--- config.mk ---
export PLATFORM = sky130hd
export DESIGN_NAME = vend_controller
export DESIGN_NICKNAME = d
export VERILOG_FILES = /design/src/rtl/vend_pkg.sv /design/src/rtl/vend_controller_credit_reg.sv /design/src/rtl/vend_controller.sv
export SDC_FILE = /design/constraint.sdc
export NUM_CORES = 1
export LEC_CHECK = 0
export CAP_MARGIN = 20
export CELL_PAD_IN_SITES_DETAIL_PLACEMENT = 0
export CELL_PAD_IN_SITES_GLOBAL_PLACEMENT = 1
export CORE_UTILIZATION = 41
export DETAILED_ROUTE_END_ITERATION = 10
export GPL_TIMING_DRIVEN = 0
export PLACE_DENSITY = 0.89
export SETUP_SLACK_MARGIN = 0.3
export SYNTH_ARGS = -nofsm -noshare
export SYNTH_HDL_FRONTEND = slang
export SYNTH_SLANG_ARGS = --single-unit
--- constraint.sdc ---
create_clock -name CLK -period 5.46 [get_ports CLK]
set_input_delay 1.092 -clock CLK [delete_from_list [all_inputs] [get_ports CLK]]
set_output_delay 1.092 -clock CLK [all_outputs]
set_load 0.02 [all_outputs]
--- src/rtl/vend_pkg.sv ---
// vend_pkg: shared types, widths and coin valuation for the vending controller.
package vend_pkg;
    localparam int CREDIT_W   = 4;
    localparam int MAX_CREDIT = 15;

    typedef enum logic [1:0] {S_IDLE, S_ACCUM, S_VEND, S_CHANGE} state_e;

    typedef enum logic [1:0] {
        COIN_NICKEL  = 2'b00,
        COIN_DIME    = 2'b01,
        COIN_QUARTER = 2'b10,
        COIN_SLUG    = 2'b11
    } coin_e;

    function automatic logic [CREDIT_W-1:0] coin_value(input logic [1:0] t);
        return t == COIN_NICKEL  ? 4'd1 :
               t == COIN_DIME    ? 4'd2 :
               t == COIN_QUARTER ? 4'd5 : 4'd0;
    endfunction
endpackage

--- src/rtl/vend_controller_credit_reg.sv ---
// credit_reg: credit storage as per-bit DFFs with async active-low clear and load enable.
module credit_reg
    import vend_pkg::*;
(
    input  logic                clk_i,
    input  logic                rst_ni,
    input  logic                en_i,
    input  logic [CREDIT_W-1:0] d_i,
    output logic [CREDIT_W-1:0] q_o
);
    for (genvar i = 0; i < CREDIT_W; i++) begin : g_bit
        logic bit_q;
        always_ff @(posedge clk_i or negedge rst_ni) begin
            if (!rst_ni) bit_q <= 1'b0;
            else if (en_i) bit_q <= d_i[i];
        end
        assign q_o[i] = bit_q;
    end
endmodule

--- src/rtl/vend_controller.sv ---
// vend_controller: coin accumulation, single-price vend and held/acknowledged change return.
module vend_controller
    import vend_pkg::*;
#(
    parameter int PRICE = 5
) (
    input  logic                CLK,
    input  logic                RESET,
    input  logic                coin_valid,
    input  logic [1:0]          coin_type,
    input  logic                vend_req,
    input  logic                cancel,
    input  logic                change_ack,
    output logic [CREDIT_W-1:0] credit,
    output logic                dispense,
    output logic                change_valid,
    output logic [CREDIT_W-1:0] change_units,
    output logic                coin_reject,
    output logic                busy
);
    localparam logic [CREDIT_W-1:0] PRICE_C = CREDIT_W'(PRICE);

    state_e              state_q, state_d;
    logic [CREDIT_W-1:0] credit_d, change_units_q, change_units_d, value;
    logic [CREDIT_W:0]   sum;
    logic                credit_en, dispense_q, dispense_d, change_valid_q, change_valid_d;
    logic                coin_reject_q, coin_reject_d, busy_q, busy_d;

    credit_reg u_credit (
        .clk_i (CLK),
        .rst_ni(RESET),
        .en_i  (credit_en),
        .d_i   (credit_d),
        .q_o   (credit)
    );

    assign value = coin_value(coin_type);
    // Fifth bit exposes overflow so credit never wraps past 15.
    assign sum   = {1'b0, credit} + {1'b0, value};

    always_comb begin
        state_d        = state_q;
        credit_d       = credit;
        credit_en      = 1'b0;
        dispense_d     = 1'b0;
        change_valid_d = change_valid_q;
        change_units_d = change_units_q;
        coin_reject_d  = 1'b0;
        case (state_q)
            S_IDLE, S_ACCUM: begin
                if (cancel && credit != '0) begin
                    state_d        = S_CHANGE;
                    change_valid_d = 1'b1;
                    change_units_d = credit;
                    coin_reject_d  = coin_valid;
                end else if (vend_req && credit >= PRICE_C) begin
                    state_d       = S_VEND;
                    credit_d      = credit - PRICE_C;
                    credit_en     = 1'b1;
                    dispense_d    = 1'b1;
                    coin_reject_d = coin_valid;
                end else if (coin_valid) begin
                    if (value != '0 && !sum[CREDIT_W]) begin
                        state_d   = S_ACCUM;
                        credit_d  = sum[CREDIT_W-1:0];
                        credit_en = 1'b1;
                    end else coin_reject_d = 1'b1;
                end
            end
            S_VEND: begin
                coin_reject_d  = coin_valid;
                state_d        = credit != '0 ? S_CHANGE : S_IDLE;
                change_valid_d = credit != '0;
                change_units_d = credit;
            end
            default: begin
                coin_reject_d = coin_valid;
                if (change_ack) begin
                    state_d        = S_IDLE;
                    credit_d       = '0;
                    credit_en      = 1'b1;
                    change_valid_d = 1'b0;
                    change_units_d = '0;
                end
            end
        endcase
        busy_d = state_d == S_VEND || state_d == S_CHANGE;
    end

    always_ff @(posedge CLK or negedge RESET) begin
        if (!RESET) begin
            state_q        <= S_IDLE;
            dispense_q     <= 1'b0;
            change_valid_q <= 1'b0;
            change_units_q <= '0;
            coin_reject_q  <= 1'b0;
            busy_q         <= 1'b0;
        end else begin
            state_q        <= state_d;
            dispense_q     <= dispense_d;
            change_valid_q <= change_valid_d;
            change_units_q <= change_units_d;
            coin_reject_q  <= coin_reject_d;
            busy_q         <= busy_d;
        end
    end

    assign dispense     = dispense_q;
    assign change_valid = change_valid_q;
    assign change_units = change_units_q;
    assign coin_reject  = coin_reject_q;
    assign busy         = busy_q;
endmodule

**Yosys cells after proc, flatten, opt, wreduce, memory -nomap -nowiden**

Cells that the tools add are included.
Widths: inputs -> output; s select.

- Add/subtract/negate cells: 2
- Magnitude comparators: 1
- Equality and inequality tests: 10
- Muxes and demuxes: 35
- Bitwise gates (word level): 1
- Reductions and logical operators: 14

Operator list:

| operator | number |
|---|---|
| $mux 4 | 6 |
| $pmux 4 s2 | 2 |
| $mux 1 | 15 |
| $mux 2 | 6 |
| $mux 3 | 3 |
| $eq 2x2->1 const B | 4 |
| $reduce_bool 4->1 | 2 |
| $ne 3x3->1 const B | 2 |
| $reduce_and 6->1 | 1 |
| $add 4x3->5 | 1 |
| $eq 2x1->1 const B | 2 |
| $ge 4x3->1 const B | 1 |
| $logic_not 2->1 | 2 |
| $ne 2x2->1 const B | 2 |
| $pmux 1 s2 | 2 |
| $pmux 2 s2 | 1 |
| $sub 4x3->4 const B | 1 |
| $logic_and 1x1->1 | 3 |
| $reduce_bool 3->1 | 1 |
| $reduce_and 2->1 | 1 |
| $reduce_bool 2->1 | 1 |
| $reduce_or 2->1 | 1 |
| $logic_not 1->1 | 1 |
| $logic_or 1x1->1 | 1 |
| $not 1->1 | 1 |

- Bits in registers: 14
- Input port bits: 8
- Output and inout bits: 12
- Word-level logic and storage cells: 73

**Longest topological paths before layout**

Gate-level depths: netlist of run 1.

- Depth in word-level cells: 14
- Depth in mapped cells: 7
- Gate-level depth less buffers: 7

**By module**

A second synthesis of run 1 with hierarchy kept.

- Cells, all modules: 105
- Area total of the unflattened synthesis: 974.7 um^2

By module, submodules not included:

| module | instances | cells each | area an instance (um^2) | sequential area each (um^2) |
|---|---|---|---|---|
| vend_controller | 1 | 93 | 799.5 | 225.2 |
| credit_reg | 1 | 12 | 175.2 | 100.1 |

**Worst setup path before layout of run 1**

Ideal clock, no wire load.

- Kind: input to register
- Start point: input port coin_type[0]
- End point: register u_credit.g_bit[2].bit_q
- Setup time: 95 ps
- Arrival: 2594 ps
- Data required time: 5365 ps
- Path slack: 2771 ps
- Cell stages on the path: 7
- Path buffers: 0
- Cells stage by stage: inv_1 ha_1 fa_1 a21o_1 a221oi_4 o31ai_2 o32ai_2

- Word-level cells in the longest chain between the ends: 13
- Elaborated cells between the ends (all ways): 22
- Those cells by class: 1 x add/sub; 3 x eq/ne; 13 x mux; 5 x reduce/logical

Ends and longest elaborated chain:

| element | RTL line | text |
|---|---|---|
| start: declaration | vend_controller.sv:10 | `input logic [1:0] coin_type,` |
| $eq 2x2->1 | vend_pkg.sv:18 | `t == COIN_QUARTER ? 4'd5 : 4'd0;` |
| $mux 3 | vend_pkg.sv:18 |  |
| $mux 3 | vend_pkg.sv:17 | `t == COIN_DIME ? 4'd2 :` |
| $mux 3 * | vend_pkg.sv:16 | `return t == COIN_NICKEL ? 4'd1 :` |
| $add 4x3->5 | vend_controller.sv:39 | `assign sum = {1'b0, credit} + {1'b0, value};` |
| $logic_not 1->1 | vend_controller.sv:63 | `if (value != '0 && !sum[CREDIT_W]) begin` |
| $logic_and 1x1->1 | vend_controller.sv:63 |  |
| $mux 1 | vend_controller.sv:63 |  |
| $mux 1 | vend_controller.sv:62 | `end else if (coin_valid) begin` |
| $mux 1 | vend_controller.sv:56 | `end else if (vend_req && credit >= PRICE_C) begin` |
| $mux 1 | vend_controller.sv:51 | `if (cancel && credit != '0) begin` |
| $pmux 1 s2 | vend_controller.sv:49 | `case (state_q)` |
| $reduce_and 6->1 (no line) | n/a |  |
| end signal: assignment | vend_controller_credit_reg.sv:15 | `else if (en_i) bit_q <= d_i[i];` |
| end: declaration | vend_controller_credit_reg.sv:12 | `logic bit_q;` |

Every way passes the cells marked *; elsewhere a longest branch is shown, timed or not. The select of a mux whose other input is x is not followed.
A chain may end at the register's enable or synchronous reset.

**Worst setup path after layout of run 1**

Same ends and word-level chain as after synthesis.

==> flow_summary.yaml, run 1 <==
min_path:
  holdCritPathClass: "flop to flop"
drt:
  drt_first_iter_violations: 15
  postRouteAntennaNets: 0
  post_drt_wl_per_cell_um: 14.60
  drt_pre_antenna_iters: 4
  number_of_remaining_drc_errors: 0
  viasPerCell: 5.697
  num_vias: 826
  detail_route.wirelength_mm: 2.117
timing:
  finalHoldViolations: 0
  final-max-slew-violation-count: 0
  hold_ws_ps: 501.2
  timing.setup.tns_ps: 0
  setup_violations: 0
  skew_ps: 1.719
  grt_setup_unrepaired: "false"
  min_period_ps: 3252
  final_min_period_over_clock_period_pct: 59.56
  worst_pin_slew_ps: 559.1
  max_clock_freq_mhz: 307.5
  worst_slew_margin_rel_pct: 62.61
job:
  max_cap_violations: 0
layout:
  n_antenna_cell: 0
  fillCellCount: 179
  drive_gt1_share_pct: 17.80
  final_nets: 133
  area_delta_synth_final_pct: 26.56
  final_cell_area_mm2: 0.001192
floorplanning:
  die_width_um: 49.94
  pin_count: 20
  row_count: 16
  core_region_area_mm2: 0.002062
  start_util_pct: 45.69
  die_area_mm2: 0.002494
  die_h_um: 49.94
clocking:
  insertion_delay_ps: 270
  h_tree_levels: 1
  number_of_gates_resized_after_cts: 0
  tritoncts: "done"
  clk_pin_slew_ps: 80
  ctsHoldBuffers: 0
  cts.sink_count: 13
  cts_buffers: 3
  clockRootBuffer: "clkbuf_4"
  post-cts-setup-buffer-count: 0
  cts_max_path_buffers: 2
setup_path:
  classification_of_the_worst_setup_path: "primary input to flop"
  critical_path.cell_chain: "clkdlybuf4s50_1 > inv_1 > ha_1 > fa_1 > a21o_1 > a221oi_4 > o31ai_2 > o32ai_2"
  timing.critical_path.slowest_stage_cell: "clkdlybuf4s50_1"
  crit_path_start_kind: "primary input"
  crit_end_category: "flop"
  path_delay_family: "compound AO/OA/AOI/OAI gates"
  critPathBufInv: 2
  crit_path_max_fanout: 7
  worst_path_largest_cell_delay_ps: 580
  cp_data_arrival_time_ps: 3430
  cp.required_ps: 5640
placement:
  gpl.final_weighted_congestion: 0.8116
  detailed_place.area_mm2: 0.001166
  port-buffer-count: 19
  post-dp-hpwl_mm: 1.617
synth:
  synth-seq-cells: 13
  ys_top_cells_by_area: "dfrtp_1 35%, ha_1 6.6%, a22o_1 3.7%"
  ys_types: 43
  asyncSetResetFlopFracSynth_pct: 100.0
  yosysSeqAreaShare_pct: 34.53
  yosysWarnings: 0
  synth_edf_count: 0
  yosys.area.top_type_share_pct: 34.53
  yosysMostFrequentCell: "dfrtp_1"
  postSynthCellCount: 95
  netlist_area_um2: 942.2
  synth_top_area_cell: "dfrtp_1"
  main_flop_type_after_synthesis: "dfrtp_1"
  mappedNetlistNets: 109
  avg_synthesized_cell_area_um2: 9.917
  post_synth_most_frequent_cells: "13 x dfrtp_1, 8 x inv_1, 5 x a21oi_1, 5 x ha_1, 5 x nand3_1"
grt:
  gr_overflow_total: 0
  grt_start_max_net_pins: 14
  grt_util_all_layers_pct: 18.99
  grt_pass1_wl_mm: 3.650
  antenna_violations_before_repair: 0
  first_global_vias: 789
power_and_ir_drop:
  power_density_mw_per_mm2: 560.7
  static-leakage-power_nw: 0.5343
  vdd_drop_max_uv: 309.5
outcome:
  outcome: "complete, no violations"
==> registers in the layout, summed over array words and instances (netlist names) <==
register / cells
dispense: 1
state_q: 1
busy: 1
coin_reject: 1
change_valid: 1
u_credit.g_bit.bit_q: 4
change_units: 4
==> metrics by stage <==
| step | power [mW] | setup WS (ps) | util [%] | std cells |
|---|---|---|---|---|
| 3_5_place_dp | 0.6092 | 1964 | 56.55 | 141 |
| 4_1_cts | 0.6695 | 2235 | 57.83 | 145 |
| 6_report | 0.6686 | 2208 | 57.83 | 145 |
| 5_1_grt | 0.7214 | 2165 | 57.83 | 145 |
| 2_1_floorplan | 0.4719 | 2771 | - | 95 |
| 3_3_place_gp | 0.6010 | 1995 | 56.55 | 141 |
==> cell type report <==
class                   instances  area (um2)  share of cell area, %
well taps                      27       33.78                  2.833
plain buffers                   8       55.05                  4.617
clock buffers                   4       26.28                  2.204
inverters                       8       30.03                  2.518
flip-flops and latches         13       325.3                  27.28
multi-input cells              66       531.8                  44.60
repair buffers                 19       190.2                  15.95
==> report_power, final <==
part | switching [mW] | leakage (nW) | internal (mW)
sequential | 0.0424 | 0.165 | 0.136
clock | 0.0303 | 0.0150 | 0.0283
combinational | 0.231 | 0.354 | 0.201
==> per-layer routing <==
metal,vias up,wire length [um],track usage [%]
li1,400,-,-
met1,407,1040,25.76
met2,17,1006,30.86
met3,2,55,4.630
met4,0,14,2.857
met5,-,0,0
==> logic make-up after synthesis <==
kind of cell    synth area share (%)
mux                            3.187
buf+inv                        9.029
flops                          34.53
compound gates                 25.90
simple gates                   17.66
xor+xnor                      0.9298
fa+ha+maj                      8.765
==> worst paths after layout <==
| path | from | to | slack, ps | cells after the start |
|---|---|---|---|---|
| worst max-delay path | coin_type[0] | u_credit.g_bit[2].bit_q | 2210 | 8 |
| worst min-delay path | change_units[1] | change_units[1] | 500 | 1 |
| worst max register to register | u_credit.g_bit[0].bit_q | u_credit.g_bit[2].bit_q | 3180 | 6 |
| worst min register to register | change_units[1] | change_units[1] | 500 | 1 |
| max in group asynchronous | RESET | u_credit.g_bit[2].bit_q | 3920 | 1 |
| min in group asynchronous | RESET | u_credit.g_bit[3].bit_q | 1180 | 1 |
==> cell usage in the layout (no fill, tap or decap), types with 2 or more instances in the layout <==
cell type | netlist | final
clkdlybuf4s50_1 | 0 | 19
nor2_1 | 3 | 3
dfrtp_1 | 13 | 13
mux2i_1 | 3 | 3
inv_1 | 8 | 8
a31oi_1 | 2 | 2
a21oi_1 | 5 | 5
o211ai_1 | 3 | 3
nand3_1 | 5 | 5
or2_2 | 2 | 2
a22o_1 | 4 | 4
o21ai_0 | 2 | 2
clkbuf_4 | 0 | 3
ha_1 | 5 | 5
clkbuf_1 | 1 | 2
buf_4 | 4 | 4
nand2_1 | 3 | 3
nor3_1 | 4 | 4
nor2b_1 | 2 | 2
(Power assumes the default switching activity.)
==> run 2, diff against run 1 <==
--- a/config.mk
+++ b/config.mk
@@ -8,10 +8,10 @@
 export CAP_MARGIN = 20
 export CELL_PAD_IN_SITES_DETAIL_PLACEMENT = 0
 export CELL_PAD_IN_SITES_GLOBAL_PLACEMENT = 1
-export CORE_UTILIZATION = 41
+export CORE_UTILIZATION = 38
 export DETAILED_ROUTE_END_ITERATION = 10
 export GPL_TIMING_DRIVEN = 0
-export PLACE_DENSITY = 0.89
+export PLACE_DENSITY = 0.84
 export SETUP_SLACK_MARGIN = 0.3
 export SYNTH_ARGS = -nofsm -noshare
 export SYNTH_HDL_FRONTEND = slang
==> constraint.sdc (replaced) <==
create_clock -name CLK -period 3.4 [get_ports CLK]
set_input_delay 0.68 -clock CLK [delete_from_list [all_inputs] [get_ports CLK]]
set_output_delay 0.68 -clock CLK [all_outputs]
set_load 0.02 [all_outputs]
==> run 2 against run 1 <==
  * Global-route usage is 0.38 points lower
  * Clock skew is 3.0 ps higher
  * Clock power is 74% higher
  * Clock-buffer cell count stayed put
  * Final cell count is 0.69% higher
  * Register-to-register slack worse by 2100 ps
  * Utilization is 5.4 points lower
  * Sequential share of layout area hardly changed
  * Critical path type unchanged
==> flow_summary.yaml, run 2 (same netlist as run 1, synthesis figures left out) <==
outcome:
  outcome: "complete, no violations"
layout:
  multi_input_comb_area_um2: 531.8
  final_nets: 133
  final_common_cell: "clkdlybuf4s50_1"
  mostFrequentLayoutCells: "19 x clkdlybuf4s50_1, 13 x dfrtp_1, 8 x inv_1"
  layout.area.seq_um2: 325.3
  fillCellCount: 212
  drive_gt1_share_pct: 17.80
  area_delta_synth_final_pct: 26.69
  n_antenna_cell: 0
timing:
  setup_violations: 0
  hold_ws_ps: 504.0
  final_min_period_over_clock_period_pct: 82.66
  worst_pin_slew_ps: 593.4
  grt_setup_unrepaired: "false"
  worst_slew_margin_rel_pct: 60.31
  min_period_ps: 2810
  max_clock_freq_mhz: 355.8
  final-max-slew-violation-count: 0
  timing.setup.tns_ps: 0
  finalHoldViolations: 0
  skew_ps: 4.745
clocking:
  post-cts-setup-buffer-count: 0
  tritoncts: "done"
  number_of_gates_resized_after_cts: 0
  cts_buffers: 3
  insertion_delay_ps: 290
  cts_max_path_buffers: 2
  clk_pin_slew_ps: 90
  clockRootBuffer: "clkbuf_4"
  cts.sink_count: 13
  ctsHoldBuffers: 0
  h_tree_levels: 1
setup_path:
  classification_of_the_worst_setup_path: "primary input to flop"
  critical_path.reg2reg.endpoint: "u_credit.g_bit[2].bit_q"
  timing.critical_path.slowest_stage_cell: "clkdlybuf4s50_1"
  path_delay_family: "compound AO/OA/AOI/OAI gates"
  worstRegToRegCells: 6
  ff2ff_setup_slack_ps: 1100
  critical_path.cell_chain: "clkdlybuf4s50_1 > inv_1 > ha_1 > fa_1 > a21o_1 > a221oi_4 > o31ai_2 > o32ai_2"
  setup.worst_path.start: "coin_type[0]"
  cp_data_arrival_time_ps: 3010
  crit_end_category: "flop"
  worst_path_largest_cell_delay_ps: 570
  crit-reg2reg-launch: "u_credit.g_bit[0].bit_q"
  crit_path_max_fanout: 7
  critPathBufInv: 2
  crit_path_start_kind: "primary input"
  cp.required_ps: 3600
grt:
  grt_pass1_wl_mm: 3.539
  grt_util_all_layers_pct: 18.61
  gr_overflow_total: 0
  grt_start_max_net_pins: 14
  first_global_vias: 722
  antenna_violations_before_repair: 0
drt:
  postRouteAntennaNets: 0
  viasPerCell: 5.774
  detail_route.wirelength_mm: 2.187
  drt_pre_antenna_iters: 4
  number_of_remaining_drc_errors: 0
  drt_first_iter_violations: 16
  num_vias: 843
  post_drt_wl_per_cell_um: 14.98
floorplanning:
  core_region_area_mm2: 0.002276
  start_util_pct: 41.40
  die_width_um: 51.80
  row_count: 17
  die_area_mm2: 0.002683
  pin_count: 20
  die_h_um: 51.80
job:
  max_cap_violations: 0
power_and_ir_drop:
  power_consumption_mw: 1.082
  power_density_mw_per_mm2: 906.9
  vdd_drop_max_uv: 441.4
  static-leakage-power_nw: 0.5343
min_path:
  min_to: "change_units[0]"
  holdCritPathClass: "flop to flop"
  worstHoldPathCells: 1
  timing.hold.worst.start: "change_units[0]"
placement:
  gpl.final_weighted_congestion: 0.8248
  port-buffer-count: 19
  post-dp-hpwl_mm: 1.609
run 2: cell counts in the layout (fill, tap and decap cells not counted):
No cell type changed its count.
run 2: per-stage QoR:
stage	util [%]	cell area [um2]	instances	setup slack [ps]
detailed placement	51.29	1167	142	282.4
global placement	51.29	1167	142	358.9
finish	52.45	1194	146	589.5
global route	52.45	1194	146	447.8
CTS	52.45	1194	146	588.8
floorplan	-	942.2	95	1123
run 2: worst max-delay path by stage:
stage,slack (ps),cells after the start,end
floorplan,1120,7,u_credit.g_bit[2].bit_q
global placement,360,8,u_credit.g_bit[2].bit_q
detailed placement,280,8,u_credit.g_bit[2].bit_q
CTS,590,8,u_credit.g_bit[2].bit_q
global route,450,8,u_credit.g_bit[2].bit_q
finish,590,8,u_credit.g_bit[2].bit_q
run 2: layout make-up:
cell class	instances	share of cell area, %
multi-input combinational	66	44.55
clock buffer	4	2.201
tap	28	2.935
buffer	8	4.612
inverter	8	2.516
sequential	13	27.25
timing repair buffer	19	15.93
run 2: metal layers:
layer	GRT usage (%)	wire length (um)
met5	0	0
met4	9.459	44
met3	2.632	109
met2	28.57	1017
met1	25.32	1016
run 2: where the power goes:
group / leakage, nW / internal, mW / switching [mW]
sequential: 0.165 / 0.218 / 0.0683
combinational: 0.354 / 0.323 / 0.372
clock: 0.0150 / 0.0456 / 0.0559
